<file path="src/rtl/go_pkg.sv">
// Shared types and defaults for the Go board controller.
package go_pkg;

  typedef enum logic [1:0] {
    EMPTY = 2'b00,
    BLACK = 2'b01,
    WHITE = 2'b10
  } stone_t;

  typedef enum logic [1:0] {
    IDLE,
    CHECK,
    COMMIT,
    OVER
  } ctrl_state_t;

  localparam int unsigned BOARD_N_DEFAULT    = 9;
  localparam int unsigned PASS_LIMIT_DEFAULT = 2;
  localparam logic [3:0]  CURSOR_HOME        = 4'd4;

  function automatic stone_t other_stone(stone_t s);
    return (s == BLACK) ? WHITE : BLACK;
  endfunction

  // One saturating step on a cursor axis; opposing requests cancel.
  function automatic logic [3:0] sat_step(logic [3:0] pos, logic dec, logic inc,
                                          logic [3:0] max_idx);
    logic [3:0] res;
    res = pos;
    if (inc && !dec && pos != max_idx) res = pos + 4'd1;
    else if (dec && !inc && pos != 4'd0) res = pos - 4'd1;
    return res;
  endfunction

endpackage

</file>
<file path="src/rtl/go_cursor.sv">
// Board cursor: two saturating counters driven by the direction buttons.
module go_cursor
  import go_pkg::*;
#(
  parameter int unsigned BOARD_N = BOARD_N_DEFAULT
) (
  input  logic       clk,
  input  logic       reset,
  input  logic       btn_up,
  input  logic       btn_down,
  input  logic       btn_left,
  input  logic       btn_right,
  output logic [3:0] row,
  output logic [3:0] col
);

  localparam logic [3:0] MaxIdx = 4'(BOARD_N - 1);

  logic [3:0] row_q, row_d;
  logic [3:0] col_q, col_d;

  always_comb begin
    row_d = sat_step(row_q, btn_up, btn_down, MaxIdx);
    col_d = sat_step(col_q, btn_left, btn_right, MaxIdx);
  end

  always_ff @(posedge clk) begin
    if (reset) begin
      row_q <= CURSOR_HOME;
      col_q <= CURSOR_HOME;
    end else begin
      row_q <= row_d;
      col_q <= col_d;
    end
  end

  assign row = row_q;
  assign col = col_q;

endmodule

</file>
<file path="src/rtl/go_board_ctrl.sv">
// Go board-state owner: accepts button or external moves, checks occupancy,
// writes stones, alternates turns and ends the game on consecutive passes.
module go_board_ctrl
  import go_pkg::*;
#(
  parameter int unsigned BOARD_N    = BOARD_N_DEFAULT,
  parameter int unsigned PASS_LIMIT = PASS_LIMIT_DEFAULT
) (
  input  logic                                 clk,
  input  logic                                 reset,
  input  logic                                 new_game,
  input  logic                                 btn_up,
  input  logic                                 btn_down,
  input  logic                                 btn_left,
  input  logic                                 btn_right,
  input  logic                                 btn_place,
  input  logic                                 btn_pass,
  input  logic                                 mv_valid,
  input  logic                                 mv_pass,
  input  logic [3:0]                           mv_row,
  input  logic [3:0]                           mv_col,
  output logic                                 mv_ready,
  output logic [BOARD_N-1:0][BOARD_N-1:0][1:0] board,
  output logic [3:0]                           cursor_row,
  output logic [3:0]                           cursor_col,
  output logic [1:0]                           turn,
  output logic                                 move_done,
  output logic                                 move_illegal,
  output logic                                 game_over,
  output logic [6:0]                           move_count
);

  localparam int unsigned PassW  = $clog2(PASS_LIMIT + 1);
  localparam logic [3:0]  MaxIdx = 4'(BOARD_N - 1);

  ctrl_state_t                          state_q, state_d;
  stone_t                               turn_q, turn_d;
  logic [PassW-1:0]                     pass_q, pass_d;
  logic [6:0]                           count_q, count_d;
  logic [BOARD_N-1:0][BOARD_N-1:0][1:0] board_q, board_d;
  logic [3:0]                           tgt_row_q, tgt_row_d;
  logic [3:0]                           tgt_col_q, tgt_col_d;
  logic                                 done_q, done_d;
  logic                                 illegal_q, illegal_d;
  logic                                 over_q, over_d;
  logic                                 tgt_in_range;
  logic                                 tgt_occupied;
  logic                                 do_pass;

  go_cursor #(
    .BOARD_N (BOARD_N)
  ) u_cursor (
    .clk       (clk),
    .reset     (reset),
    .btn_up    (btn_up),
    .btn_down  (btn_down),
    .btn_left  (btn_left),
    .btn_right (btn_right),
    .row       (cursor_row),
    .col       (cursor_col)
  );

  assign mv_ready     = (state_q == IDLE) & ~btn_place & ~btn_pass;
  assign tgt_in_range = (tgt_row_q <= MaxIdx) && (tgt_col_q <= MaxIdx);
  assign tgt_occupied = tgt_in_range && (board_q[tgt_row_q][tgt_col_q] != 2'(EMPTY));

  always_comb begin
    state_d   = state_q;
    turn_d    = turn_q;
    pass_d    = pass_q;
    count_d   = count_q;
    board_d   = board_q;
    tgt_row_d = tgt_row_q;
    tgt_col_d = tgt_col_q;
    done_d    = 1'b0;
    illegal_d = 1'b0;
    over_d    = over_q;
    do_pass   = 1'b0;

    if (new_game) begin
      // Also aborts any in-flight CHECK/COMMIT before it writes.
      board_d = '0;
      turn_d  = BLACK;
      pass_d  = '0;
      count_d = '0;
      over_d  = 1'b0;
      state_d = IDLE;
    end else begin
      unique case (state_q)
        IDLE: begin
          if (btn_place) begin
            tgt_row_d = cursor_row;
            tgt_col_d = cursor_col;
            state_d   = CHECK;
          end else if (btn_pass || (mv_valid && mv_ready && mv_pass)) begin
            do_pass = 1'b1;
          end else if (mv_valid && mv_ready) begin
            tgt_row_d = mv_row;
            tgt_col_d = mv_col;
            state_d   = CHECK;
          end
          if (do_pass) begin
            turn_d = other_stone(turn_q);
            pass_d = pass_q + PassW'(1);
            if (pass_d == PassW'(PASS_LIMIT)) begin
              state_d = OVER;
              over_d  = 1'b1;
            end
          end
        end
        CHECK: begin
          if (!tgt_in_range || tgt_occupied) begin
            illegal_d = 1'b1;
            state_d   = IDLE;
          end else begin
            state_d = COMMIT;
          end
        end
        COMMIT: begin
          board_d[tgt_row_q][tgt_col_q] = turn_q;
          turn_d  = other_stone(turn_q);
          pass_d  = '0;
          count_d = count_q + 7'd1;
          done_d  = 1'b1;
          state_d = IDLE;
        end
        OVER: ;
        default: state_d = IDLE;
      endcase
    end
  end

  always_ff @(posedge clk) begin
    if (reset) begin
      state_q   <= IDLE;
      turn_q    <= BLACK;
      pass_q    <= '0;
      count_q   <= '0;
      board_q   <= '0;
      tgt_row_q <= '0;
      tgt_col_q <= '0;
      done_q    <= 1'b0;
      illegal_q <= 1'b0;
      over_q    <= 1'b0;
    end else begin
      state_q   <= state_d;
      turn_q    <= turn_d;
      pass_q    <= pass_d;
      count_q   <= count_d;
      board_q   <= board_d;
      tgt_row_q <= tgt_row_d;
      tgt_col_q <= tgt_col_d;
      done_q    <= done_d;
      illegal_q <= illegal_d;
      over_q    <= over_d;
    end
  end

  assign board        = board_q;
  assign turn         = turn_q;
  assign move_done    = done_q;
  assign move_illegal = illegal_q;
  assign game_over    = over_q;
  assign move_count   = count_q;

endmodule
</file>
<file path="config.mk">
export PLATFORM = sky130hd
export DESIGN_NAME = go_board_ctrl
export DESIGN_NICKNAME = d
export VERILOG_FILES = /design/src/rtl/go_pkg.sv /design/src/rtl/go_cursor.sv /design/src/rtl/go_board_ctrl.sv
export SDC_FILE = /design/constraint.sdc
export NUM_CORES = 1
export LEC_CHECK = 0
export ABC_AREA = 1
export BUFFER_PORTS_ARGS = -buffer_cell sky130_fd_sc_hd__buf_2
export CAP_MARGIN = 20
export CORE_MARGIN = 8
export CORE_UTILIZATION = 35
export CTS_BUF_LIST = sky130_fd_sc_hd__clkbuf_16
export CTS_CLUSTER_SIZE = 24
export DETAILED_ROUTE_END_ITERATION = 8
export PLACE_DENSITY = 0.67
export SLEW_MARGIN = 40
export SYNTH_ARGS = -nofsm -noshare
export SYNTH_HDL_FRONTEND = slang
export SYNTH_SLANG_ARGS = --single-unit
</file>
<file path="constraint.sdc">
create_clock -name clk -period 2.05 [get_ports clk]
set_input_delay 0 -clock clk [delete_from_list [all_inputs] [get_ports clk]]
set_output_delay 0 -clock clk [all_outputs]
set_load 0.02 [all_outputs]
</file>
==> Yosys cells after proc, flatten, opt, wreduce, memory -nomap -nowiden <==
Cells that the tools add are included.
{ "totals": {"register_bits": 194, "input_bits": 19} }
{ "op_classes": {"addsub": 6, "n_lt_le_gt_ge": 6, "eq_ne": 8, "mux": 37, "bitwise_logic": 6, "reduce_logical": 35} }
{ "ops": {"columns": ["operator", "n"], "rows": [
  ["$bwmux 162", 1],
  ["$bmux 18 s4", 1],
  ["$demux 18 s4", 1],
  ["$mux 4", 10],
  ["$mux 18", 2],
  ["$mux 2", 11],
  ["$logic_and 1x1->1", 14],
  ["$lt 4x5->1 const B", 2],
  ["$reduce_bool 2->1", 5],
  ["$add 4x1->4 const B", 2],
  ["$bmux 2 s4", 1],
  ["$demux 2 s4", 1],
  ["$ge 4x1->1 const B", 2],
  ["$le 4x4->1 const B", 2],
  ["$ne 4x4->1 const B", 2],
  ["$pmux 2 s2", 2],
  ["$reduce_bool 4->1", 2],
  ["$sub 4x1->4 const B", 2],
  ["$add 7x1->7 const B", 1],
  ["$mux 1", 6],
  ["$pmux 2 s3", 1],
  ["$logic_not 1->1", 5],
  ["$eq 2x1->1 const B", 2],
  ["$eq 2x2->1 const B", 2],
  ["other kinds (13)", 18]
]} }

==> Longest topological paths before layout <==
Gate-level depths: netlist of run 1.
{ "logic_depth": {"depth_word": 12, "mapped_depth": 15, "ltp_nobuf": 14} }

==> By module <==
A second synthesis of run 1 with hierarchy kept.
{ "hier_totals": {"cells_unflattened": 1228, "area_unflattened_um2": 8638.3} }
{ "by_module_without_submodules": {"columns": ["mod", "n_inst", "cells_per_inst", "area_each_um2", "seq_area_each_um2"], "rows": [
  ["go_board_ctrl", 1, 1139, 8026.4, 3723.6],
  ["go_cursor", 1, 89, 611.8, 160.2]
]} }

==> Worst setup path before layout of run 1 <==
OpenSTA, ideal clock, no wires.
{ "synth_timing": {"path_type": "flip-flop to flip-flop", "from": "reg u_cursor.col_q[0], in the netlist u_cursor.col[0]", "to": "reg u_cursor.col_q[3], in the netlist u_cursor.col[3]", "setup_ns": 0.070, "arrival_ns": 2.122, "t_required_ns": 1.980, "path_slack_ns": -0.141, "path_stages_with_launch": 12, "path_buffers": 0, "path_cell_list": "dfxtp_1 > nor2_1 > a311oi_1 > inv_1 > ha_1 > nand2_1 > nor2_1 > a211oi_1 > o21ai_0 > a21oi_1 > o21ai_0 > a21oi_1"} }
{ "synth_via": {"elab_chain_len": 3} }
{ "synth_lines": {"columns": ["item", "line", "rtl"], "rows": [
  ["from (decl)", "go_cursor.sv:20", "logic [3:0] col_q, col_d;"],
  ["from (signal assigned)", "go_cursor.sv:33", "col_q <= col_d;"],
  ["$sub 4x1->4, or another cell as far along", "go_pkg.sv:31", "else if (dec && !inc && pos != 4'd0) res = pos - 4'd1;"],
  ["$mux 4, or another cell as far along", "go_pkg.sv:31", null],
  ["$mux 4 or $reduce_bool 2->1 (tied branches)", null, null]
]} }
Parallel ways exist; a longest one is shown, timed or not. The select of a mux whose other input is x is not followed.
A chain may end at the register's enable or synchronous reset.

==> Worst setup path after layout of run 1 <==
{ "layout_timing": {"from": "reg u_cursor.row_q[2], in the netlist u_cursor.row[2]", "to": "reg u_cursor.row_q[3], in the netlist u_cursor.row[3]"} }
{ "layout_via": {"elab_chain_len": 3} }
{ "layout_lines": {"columns": ["item", "line", "rtl"], "rows": [
  ["from (decl)", "go_cursor.sv:19", "logic [3:0] row_q, row_d;"],
  ["from (signal assigned)", "go_cursor.sv:32", "row_q <= row_d;"],
  ["$sub 4x1->4, or another cell as far along", "go_pkg.sv:31", null],
  ["$mux 4, or another cell as far along", "go_pkg.sv:31", null],
  ["$mux 4 or $reduce_bool 2->1 (tied branches)", null, null]
]} }
Parallel ways exist; a longest one is shown, timed or not. The select of a mux whose other input is x is not followed.

==> results.md, run 1 <==
* Synth top cells by count: nor2_1 (301), o21ai_0 (214), dfxtp_1 (194)
* Final ANT Viol Nets at 0
* Setup WS post-layout at 0.0829 ns
* Via count at 9362
* Worst Hold Class: in2reg
* Final Hold Fails at 0
* Setup-failing EPs final at 0
* Final instance area at between 10000 and 15000 um^2
* Clock Power Share at 43.0%
* Reg power frac at a little under half
* Pleak at ~5 nW
* Top-count cell post-synth: nor2_1
* CP delay by family, top: compound AO/OA/AOI/OAI gates
* Share of layout cells above drive strength 1 at 23.7%
* GPL Wtd Cong at 0.947
* Largest area contributor in the synthesized netlist: dfxtp_1
* Max Cap Viol at 0
* Die width at 173 um
* Synth top area share at 44.9%
* DRT iter0 DRCs at approximately 830
* Main area contributors after synthesis: dfxtp_1 (45%), nor2_1 (13%), o21ai_0 (12%)
* Post-synth EDFFs at 0
* Tcrit/Tclk final at 96.0%
* Total design power at 8.03 mW
* Reg-to-reg setup timing slack at 0.08 ns
* Crit-path cells: inv_1 > a311oi_2 > inv_2 > ha_1 > nand2_1 > nor2_1 > a211oi_2 > o21ai_1 > a21oi_1 > o21ai_0 > a21oi_1
* # IOs at 202
* Wirelength per Cell at 18.2 um
* Worst Hold Depth at 5
* TritonRoute pass-1 iters at 5
* Asr flop ratio synth at 0%
* #FFs+latches synth at 194
* Pin count of the biggest net entering global routing at 150
* Syn Area/Cell at 7.04 um^2
* Area Growth Syn to Fin at 27.4%
* Mapped Cells at 1229
* Peak VDD IR at about 440 uV
* Syn_nets at 1260
* Pre-CTS setup slack at -0.0874 ns
* Clock skew at 0.0165 ns
* Synth warnings at 0
* Number of cells on the critical path at 11
* # placed instances at 1733
* Crit start category: flip-flop
* Synthesized area at about 8700 um^2
* Max Clk Rate at 508 MHz
* Row Count at 57
* Worst-path clk slew at about 0.08 ns
* Port bufs at 201
* Slowest-stage cell, CP: dfxtp_2
* CTS tree: done
* Number of CTS-inserted buffers at 17
* CP max stage delay at 0.33 ns
* CP required at 2.43 ns
* Buffers & Inverters on Critical Path at 2
* Seq/Total Area, Yosys at 44.9%
* Status: finished clean
* Ant diodes at 0
* H-tree depth at 4
* Clk_lat worst skew at 0.45 ns
* Least-Margin Pin Slew at 0.614 ns
* Combinational fraction of design power at 9.1%
* Crit end category: flip-flop
* Vias in the first global route at 8457
* Routed wire length at 32.4 mm
* Relative slew slack at 59.0%
* Net switching power at 2.15 mW
* Initial Utilization at between 30% and 40%
* Detail Placement HPWL at 23.8 mm
* Post-route DRC violation count at 0
* Final #Nets at 1472
* CTS sink count at 194
* CTS Root Cell: clkbuf_16
* Non-filler cells, final at between 1500 and 2000
* Wire length of the first global-routing pass at 49.1 mm
* Grt ovf at 0
* DR vias/cell at 5.27
* Initial antenna violation count at 0
* CORE AREA at 24300 um^2
* Minimum clock period at 1.97 ns
* Switching share of total power at 26.8%
* Reg2reg path depth at 11
* Slew Limit Fails at 0
* Crit path top cell by count: a21oi_1
* CP Class: reg2reg
* Power Dens Cells at 729 nW/um^2
* Clock Tree Buf Depth at 2
* CP Data Arrival Time at 2.35 ns
* Cell variety after synth at 36
* Int Pwr at 5.88 mW
* Die Ht at 173 um
* Synth Flop Type: dfxtp_1
* Die area at 30000 um^2
* Unrepaired setup endpoints after global routing: true
* CP Max Fanout at 5
* GRT Overall Usage at roughly a fifth
* Placed inst area at 10200 um^2
==> registers in the layout (all words and copies together), names as in the netlist <==
name	count
move_illegal	1
tgt_col_q	4
state_q	2
pass_q	2
board	162
u_cursor.col	4
move_count	7
tgt_row_q	4
u_cursor.row	4
turn	2
game_over	1
move_done	1
==> layout make-up <==
| class | count | area [um^2] |
|---|---|---|
| clock buffers | 17 | 425 |
| clock inverters | 15 | 178 |
| fillers | 2522 | 13300 |
| well taps | 324 | 405 |
| flip-flops and latches | 194 | 3900 |
| repair buffers | 256 | 1540 |
| inverters | 71 | 277 |
| multi-input cells | 901 | 4300 |
==> routing by layer <==
metal / global-route usage, % / wire, um
met5: 0 / 0
met4: 8.34 / 1060
met3: 5.16 / 2750
met2: 32.5 / 14800
met1: 27.0 / 13800
==> power by group through the flow <==
| stage | Clock [mW] | Combinational (mW) | Sequential (mW) |
|---|---|---|---|
| after detailed placement | 0 | 0.665 | 3.93 |
| after CTS | 3.51 | 0.696 | 3.84 |
| after global routing | 3.66 | 0.801 | 3.85 |
| final | 3.46 | 0.733 | 3.84 |
| after floorplan | 0 | 0.394 | 3.96 |
| after global placement | 0 | 0.659 | 3.93 |
==> worst paths after layout <==
kind,from,to
setup / recovery,u_cursor.row[2],u_cursor.row[3]
hold / removal,btn_right,u_cursor.col[1]
setup reg to reg,u_cursor.row[2],u_cursor.row[3]
hold reg to reg,game_over,game_over
==> layout by cell type (no fill, tap or decap), types with 4 or more instances in the layout <==
| cell type | Yosys | final |
|---|---|---|
| nor2_2 | 9 | 12 |
| o21ai_1 | 7 | 8 |
| ha_1 | 10 | 7 |
| a21oi_1 | 104 | 103 |
| buf_2 | 21 | 201 |
| clkbuf_16 | 0 | 17 |
| nor2_1 | 301 | 296 |
| inv_2 | 16 | 19 |
| nand3_1 | 28 | 28 |
| nand2_2 | 4 | 4 |
| dfxtp_1 | 194 | 182 |
| nand2_1 | 106 | 105 |
| nand4_1 | 5 | 5 |
| inv_1 | 53 | 50 |
| buf_4 | 2 | 37 |
| dlygate4sd3_1 | 0 | 10 |
| a31oi_1 | 5 | 5 |
| inv_6 | 0 | 4 |
| buf_12 | 0 | 8 |
| o21ai_0 | 214 | 213 |
| nor3_1 | 87 | 86 |
| dfxtp_2 | 0 | 12 |
==> worst min-delay path, cell delays in order <==
cell and delay, ns:
buf_2 0.09, inv_1 0.06, nand3_1 0.11, a21oi_1 0.08, nor2_1 0.09
==> through the flow <==
step / util (%) / TNS [ns] / hold WS, ns
final: 45.3 / 0 / 0.0202
after global routing: 45.3 / -0.0988 / 0.0413
after CTS: 45.1 / 0 / 0.00312
after detailed placement: 42.0 / -0.156 / 0.287
after global placement: 42.0 / -0.123 / 0.287
after floorplan: - / -0.0230 / 0.0534
==> cell families (layout without fill, tap and decap cells) <==
kind of cell               Yosys count  after routing  synth area share (%)
AOI/OAI and AO/OA                  340            340                  20.1
xor gates and xnor gates             2              2                 0.202
adders and majority gates           12             12                  1.91
buffers and inverters              134            359                  6.45
DFF                                194            194                  44.9
and+or+nand+nor                    547            547                  26.4
==> what timing repair did <==
action | CTS | global route
pin swaps | 1 | 2
setup buffers | 2 | 1
endpoints found under the setup margin | 3 | 26
endpoints found under the hold margin | 13 | 0
hold buffers | 10 | 0
gates resized for setup | 6 | 19
Note: power is estimated with default switching activity, not from simulation.
==> inputs of run 2 (changes only) <==
- ABC_AREA: 1 -> not set
==> run 2 against run 1 <==
Clock skew is 0.0037 ns lower. Worst setup slack got worse by 0.18 ns. Die area increased by 2.6%. Design area rose by 3.7%. Clock power increased by 2%. Fmax shrank 8.5%. The run now ends with setup timing left. Highest routed layer unchanged. Critical endpoint is now state_q[1]. Via count is 1.6% higher. Core utilization is 0.20 points higher. Area after synthesis grew 2.9%. Routed wire length down 0.32%.
==> results.md, run 2 <==
* CP required at 2.41 ns (-0.02 ns)
* Synth Flop Type: dfxtp_1
* Pre-CTS setup slack at -0.177 ns (-0.0896 ns)
* Setup-failing EPs final at 1 (+1)
* Synth Area in Compound Gates at 20.0% (-0.15 points)
* CP Class: reg2reg
* Clk_lat worst skew at 0.44 ns (about the same)
* Syn Area/Cell at 7.53 um^2 (+7.0%)
* Number of flip-flops in the largest register at 162 (unchanged)
* Reg power frac at 45.7% (-2.1 points)
* Clock Tree Buf Depth at 2 (unchanged)
* Vias in the first global route at 8876 (+5.0%)
* Power Dens Cells at 739 nW/um^2 (+1.5%)
* Main area contributors after synthesis: dfxtp_1 (44%), a21oi_1 (9.6%), nand2_1 (8.6%)
* Area Growth Syn to Fin at 28.4%
* DRT iter0 DRCs at 883 (+6.0%)
* Die area at 30800 um^2 (+2.6%)
* Initial Utilization at 35.5% (-0.11 points)
* Final Hold Fails at 0 (unchanged)
* CP Max Fanout at 9 (+4)
* Die Ht at 176 um (+1.3%)
* Worst Hold Class: in2reg
* Asr flop ratio synth at 0% (unchanged)
* Port bufs at 201 (unchanged)
* Largest family of logic cells by synthesized area: simple AND/OR/NAND/NOR gates
* Post-synthesis simple-gate area fraction at 24.9% (-1.6 points)
* Crit start category: flip-flop
* Number of CTS-inserted buffers at 17 (unchanged)
* Commonest non-fill, non-tap cells in the layout: buf_2 (201), nand2_1 (198), dfxtp_1 (189)
* Row Count at 58 (+1.8%)
* Utilization after layout at 45.5% (+0.20 points)
* Least-Margin Pin Slew at 0.456 ns (-0.158 ns)
* Clock Power Share at 41.7% (-1.3 points)
* Net switching power at 2.36 mW (+9.7%)
* Mapped Cells at 1182 (-3.8%)
* Tcrit/Tclk final at 105% (+8.9 points)
* Slew Limit Fails at 0 (unchanged)
* CP Data Arrival Time at 2.51 ns (+0.16 ns)
* Met3 WL at 2.53 mm (-8.2%)
* Post-route setup TNS at -0.0995 ns (-0.0995 ns)
* Post-synth EDFFs at 0 (unchanged)
* Area occupied by multi-input gates at 4640 um^2 (+7.9%)
* Initial antenna violation count at 0 (unchanged)
* CTS Root Cell: clkbuf_16
* Cell variety after synth at 59 (+64%)
* Clock skew at 0.0128 ns (-0.00370 ns)
* Area occupied by registers at 3890 um^2 (about the same)
* Final ANT Viol Nets at 0 (unchanged)
* Fill count at 2566 (+1.7%)
* #FFs+latches synth at 194 (unchanged)
* Routed wire length at 32.3 mm (-0.32%)
* Largest area contributor in the synthesized netlist: dfxtp_1
* Post-route DRC violation count at 0 (unchanged)
* Unrepaired setup endpoints after global routing: true
* Wire length of the first global-routing pass at 50.1 mm (+1.9%)
* Share of layout cells above drive strength 1 at 25.0% (+1.3 points)
* Worst Hold Launch: mv_row[0]
* Setup WS post-layout at -0.0995 ns (-0.182 ns)
* Int Pwr at 6.09 mW (+3.6%)
* Post-synthesis xor/xnor area fraction at 1.28% (+1.1 points)
* GRT Overall Usage at 20.4% (-0.40 points)
* TritonRoute pass-1 iters at 5 (unchanged)
* Max Clk Rate at 465 MHz (-8.5%)
* Commonest non-fill, non-tap cell in the layout: buf_2
* Peak VDD IR at 421 uV (-3.5%)
* Pleak at 4.47 nW (-10%)
* CTS tree: done
* Die width at 176 um (+1.3%)
* Switching share of total power at 27.9% (+1.1 points)
* Syn_nets at 1213 (-3.7%)
* Crit end category: flip-flop
* Pin count of the biggest net entering global routing at 83 (-45%)
* CORE AREA at 25100 um^2 (+3.2%)
* Minimum clock period at 2.15 ns (+0.182 ns)
* R2R Path Start: tgt_row_q[1]
* Worst-path clk slew at 0.08 ns (about the same)
* Synth warnings at 0 (unchanged)
* Met2 Wirelength at 15.2 mm (+2.8%)
* Max Cap Viol at 0 (unchanged)
* CTS sink count at 194 (unchanged)
* DR vias/cell at 5.46 (+3.7%)
* Failing checks: setup timing
* Synth top cells by count: nand2_1 (203), dfxtp_1 (194), a21oi_1 (170)
* Detail Placement HPWL at 23.7 mm (-0.50%)
* Relative slew slack at 68.8% (+9.7 points)
* # IOs at 202 (unchanged)
* Combinational fraction of design power at 12.6% (+3.5 points)
* Final #Nets at 1430 (-2.9%)
* GPL Wtd Cong at 0.913 (-3.6%)
* Top-count cell post-synth: nand2_1
* Uppermost layer routed: met4
* H-tree depth at 4 (unchanged)
* M1 WL at 13.9 mm (+0.72%)
* Synthesized area at 8900 um^2 (+2.9%)
* Synth top area share at 43.6% (-1.3 points)
* Status: finished with violations
* Ant diodes at 0 (unchanged)
* Adder-Cell Fraction of Synth Area at 1.85% (-0.054 points)
* Grt ovf at 0 (unchanged)
* Seq/Total Area, Yosys at 43.6% (-1.3 points)
* Critical Path Start: tgt_row_q[1]
* Proportion of synthesized area in mux cells at 3.33% (+3.3 points)
* Wirelength per Cell at 18.6 um (+1.7%)
* Via count at 9510 (+1.6%)
==> run 2: changes by cell type after synthesis, moves of 45 or more <==
cell	previous run	this run
nand2_1	106	203
o21ai_0	214	91
a21oi_1	104	170
clkbuf_1	35	80
nor3_1	87	38
nor2_1	301	141
==> run 2: final cells by class <==
class	instances	share of cell area [%]
flip-flops and latches	194	34.1
clock buffers	17	3.72
clock inverters	15	1.70
repair buffers	295	15.9
well taps	330	3.61
multi-input cells	878	40.6
inverters	13	0.427
==> run 2: path summary, 6_finish.rpt <==
path | cells past startpoint | slack, ns | end
worst max-delay path | 8 | -0.1 | state_q[1]
worst min-delay path | 3 | 0.03 | tgt_row_q[0]
worst max register to register | 8 | -0.1 | state_q[1]
worst min register to register | 2 | 0.47 | board[120]
==> run 2: critical path, stage by stage, from the launching register on <==
cell      delay (ns)
dfxtp_4         0.37
buf_4           0.17
or3_1           0.36
or3_1           0.33
a21oi_2         0.15
a31oi_1         0.12
a41oi_2         0.20
nand4_1         0.13
a221oi_2        0.25
==> run 2: power by group through the flow <==
stage               combinational [mW]  sequential (mW)  clock, mW
CTS                               1.03             3.86       3.58
detailed placement                1.01             3.95          0
global route                      1.16             3.87       3.73
floorplan                        0.579             3.99          0
finish                            1.06             3.87       3.53
global placement                 0.987             3.95          0
==> run 2: what timing repair did <==
| item | 4_1_cts | 5_1_grt |
|---|---|---|
| endpoints found under the hold margin | 15 | 0 |
| hold buffers | 6 | 0 |
| gates resized for setup | 8 | 13 |
| pin swaps | 3 | 0 |
| cloned | 0 | 0 |
| endpoints found under the setup margin | 8 | 26 |
| buffers inserted | 1 | 0 |
==> run 2: cells by family (layout without fill, tap and decap cells) <==
family | Yosys count | in the layout
muxes | 27 | 27
xor gates and xnor gates | 13 | 13
AOI/OAI and AO/OA | 320 | 320
buffers and inverters | 110 | 340
adders and majority gates | 12 | 12
and+or+nand+nor | 506 | 506
DFF | 194 | 194
==> run 2: stage by stage <==
stage / cell area, um^2 / power [mW] / hold slack [ns] / cells
5_1_grt: 11400 / 8.76 / 0.0325 / 1742
2_1_floorplan: 8910 / 4.57 / 0.0537 / 1182
4_1_cts: 11400 / 8.47 / 0.0319 / 1742
6_report: 11400 / 8.45 / 0.0274 / 1742
3_3_place_gp: 10700 / 4.94 / 0.302 / 1703
3_5_place_dp: 10700 / 4.96 / 0.304 / 1703
==> run 2: routing by layer <==
metal	global-route usage, %	vias up
met5	0	-
met4	6.64	0
met3	4.04	37
met2	32.9	405
met1	26.8	4525
li1	-	4543
==> inputs of run 3 (changes only) <==
- CORE_MARGIN: 8 -> 1
==> run 3 against run 2 <==
The flow finishes with violations (hold timing, setup timing). Design area is 1.2% higher. Sequential cell count stayed put. First-iteration DRC count is 14% higher. Core utilization is 0.69 points higher. Sequential share of layout area is 0.37 points lower. Via count is 0.59% higher. Fmax is 0.78% higher. Routed wire length is 5.0% lower. Register-to-register slack better by 0.02 ns. Count of clock-buffer cells in the layout stayed put. Clock skew is 0.0053 ns higher. Critical path type unchanged.
==> results.md, run 3 (same netlist as run 2, synthesis figures left out) <==
* Final Hold Fails at 1 (+1)
* Routed wire length at 30.7 mm (-5.0%)
* Pre-CTS setup slack at -0.141 ns (+0.0363 ns)
* Final ANT Viol Nets at 0 (unchanged)
* Wire length of the first global-routing pass at 47.8 mm (-4.6%)
* CP Data Arrival Time at 2.50 ns (about the same)
* Slew Limit Fails at 0 (unchanged)
* Peak VDD IR at 462 uV (+9.7%)
* Worst Hold Launch: mv_col[1]
* Row Count at 58 (unchanged)
* H-tree depth at 4 (unchanged)
* Die Ht at 162 um (-8.0%)
* Number of flip-flops in the largest register at 162 (unchanged)
* Tcrit/Tclk final at 104% (-0.81 points)
* Hold_ws at -0.00149 ns (-0.0289 ns)
* Share of layout cells above drive strength 1 at 26.5% (+1.5 points)
* CTS tree: done
* Vias in the first global route at 8649 (-2.6%)
* Final #Nets at 1443 (+0.91%)
* Clk_lat worst skew at 0.46 ns (+0.02 ns)
* Minimum clock period at 2.13 ns (-0.0166 ns)
* CP required at 2.42 ns (about the same)
* CP Class: reg2reg
* Relative slew slack at 58.4% (-10 points)
* Power Dens Cells at 717 nW/um^2 (-3.0%)
* Unrepaired setup endpoints after global routing: true
* Ant diodes at 0 (unchanged)
* CTS Root Cell: clkbuf_16
* Clock Tree Buf Depth at 2 (unchanged)
* Initial antenna violation count at 0 (unchanged)
* Worst-path clk slew at 0.08 ns (about the same)
* Via count at 9566 (+0.59%)
* CTS sink count at 194 (unchanged)
* Port bufs at 201 (unchanged)
* Worst Hold Class: in2reg
* Pleak at 4.53 nW (+1.2%)
* Wirelength per Cell at 17.5 um (-5.7%)
* Least-Margin Pin Slew at 0.623 ns (+0.167 ns)
* Clock skew at 0.0182 ns (+0.00534 ns)
* Setup-failing EPs final at 5 (+4)
* Pin count of the biggest net entering global routing at 55 (-34%)
* Status: finished with violations
* Utilization after layout at 46.2% (+0.69 points)
* R2R Path Start: tgt_row_q[1]
* Number of CTS-inserted buffers at 17 (unchanged)
* Commonest non-fill, non-tap cell in the layout: buf_2
* Max Clk Rate at 469 MHz (+0.78%)
* Initial Utilization at 35.6% (+0.10 points)
* # IOs at 202 (unchanged)
* CORE AREA at 25000 um^2 (-0.29%)
* Max Cap Viol at 0 (unchanged)
* Critical Path Start: tgt_row_q[1]
* DRT iter0 DRCs at 1009 (+14%)
* Non-filler cells, final at 1755 (+0.75%)
* GPL Wtd Cong at 0.938 (+2.8%)
* Die area at 26100 um^2 (-15%)
* DR vias/cell at 5.45 (-0.16%)
* Failing checks: hold timing, setup timing
* Area Growth Syn to Fin at 30.0%
* Die width at 162 um (-8.0%)
* GRT Overall Usage at 23.4% (+3.0 points)
* Grt ovf at 0 (unchanged)
* Crit start category: flip-flop
* # placed instances at 1710 (+0.41%)
* Setup WS post-layout at -0.0830 ns (+0.0166 ns)
* Fill count at 2516 (-1.9%)
* Detail Placement HPWL at 22.5 mm (-5.1%)
* CP Max Fanout at 8 (-1)
* Post-route DRC violation count at 0 (unchanged)
* TritonRoute pass-1 iters at 7 (+2)
* Commonest non-fill, non-tap cells in the layout: buf_2 (201), nand2_1 (200), dfxtp_1 (187)
* Crit end category: flip-flop
## run 3: cell type report
| type | instances | area, um^2 | area share [%] |
|---|---|---|---|
| timing repair buffer | 308 | 1940 | 16.7 |
| clock buffer | 17 | 425 | 3.68 |
| clock inverter | 15 | 153 | 1.32 |
| multi-input combinational | 878 | 4700 | 40.6 |
| tap | 330 | 413 | 3.57 |
| sequential | 194 | 3900 | 33.7 |
| inverter | 13 | 48.8 | 0.422 |
## run 3: path summary, 6_finish.rpt
| check | to | cells past startpoint | slack (ns) |
|---|---|---|---|
| max reg2reg | state_q[1] | 8 | -0.08 |
| min | tgt_col_q[1] | 3 | -0.001 |
| max | state_q[1] | 8 | -0.08 |
| min reg2reg | board[62] | 2 | 0.47 |
## run 3: repair_timing
item,4_1_cts,5_1_grt
resized for setup,14,23
buffers inserted,0,7
hold buffers,6,0
pin swaps,4,4
hold endpoints to repair,18,0
endpoints found under the setup margin,10,49
## run 3: routing by layer
metal | global-route usage, % | part of all wire (%)
met5 | 0 | 0
met1 | 31.6 | 43
met4 | 9.86 | 2.9
met3 | 4.19 | 8.5
met2 | 36.5 | 46
## run 3: critical path: stages (launching register included)
cell,delay [ns]
dfxtp_2,0.35
buf_6,0.14
or3_1,0.36
or3_1,0.33
a21oi_1,0.13
a31oi_1,0.11
a41oi_2,0.20
nand4_1,0.17
a221oi_2,0.25
## run 3: power breakdown
part | internal [mW] | switching [mW]
clock | 1.72 | 1.63
combinational | 0.432 | 0.657
sequential | 3.81 | 0.0511
## run 3: stage by stage
step	power, mW	TNS, ns	area, um^2
2_1_floorplan	4.57	0	8910
3_3_place_gp	4.94	-0.369	10700
3_5_place_dp	4.96	-0.691	10700
4_1_cts	8.30	-0.0479	11400
5_1_grt	8.60	-0.501	11600
6_report	8.30	-0.166	11600
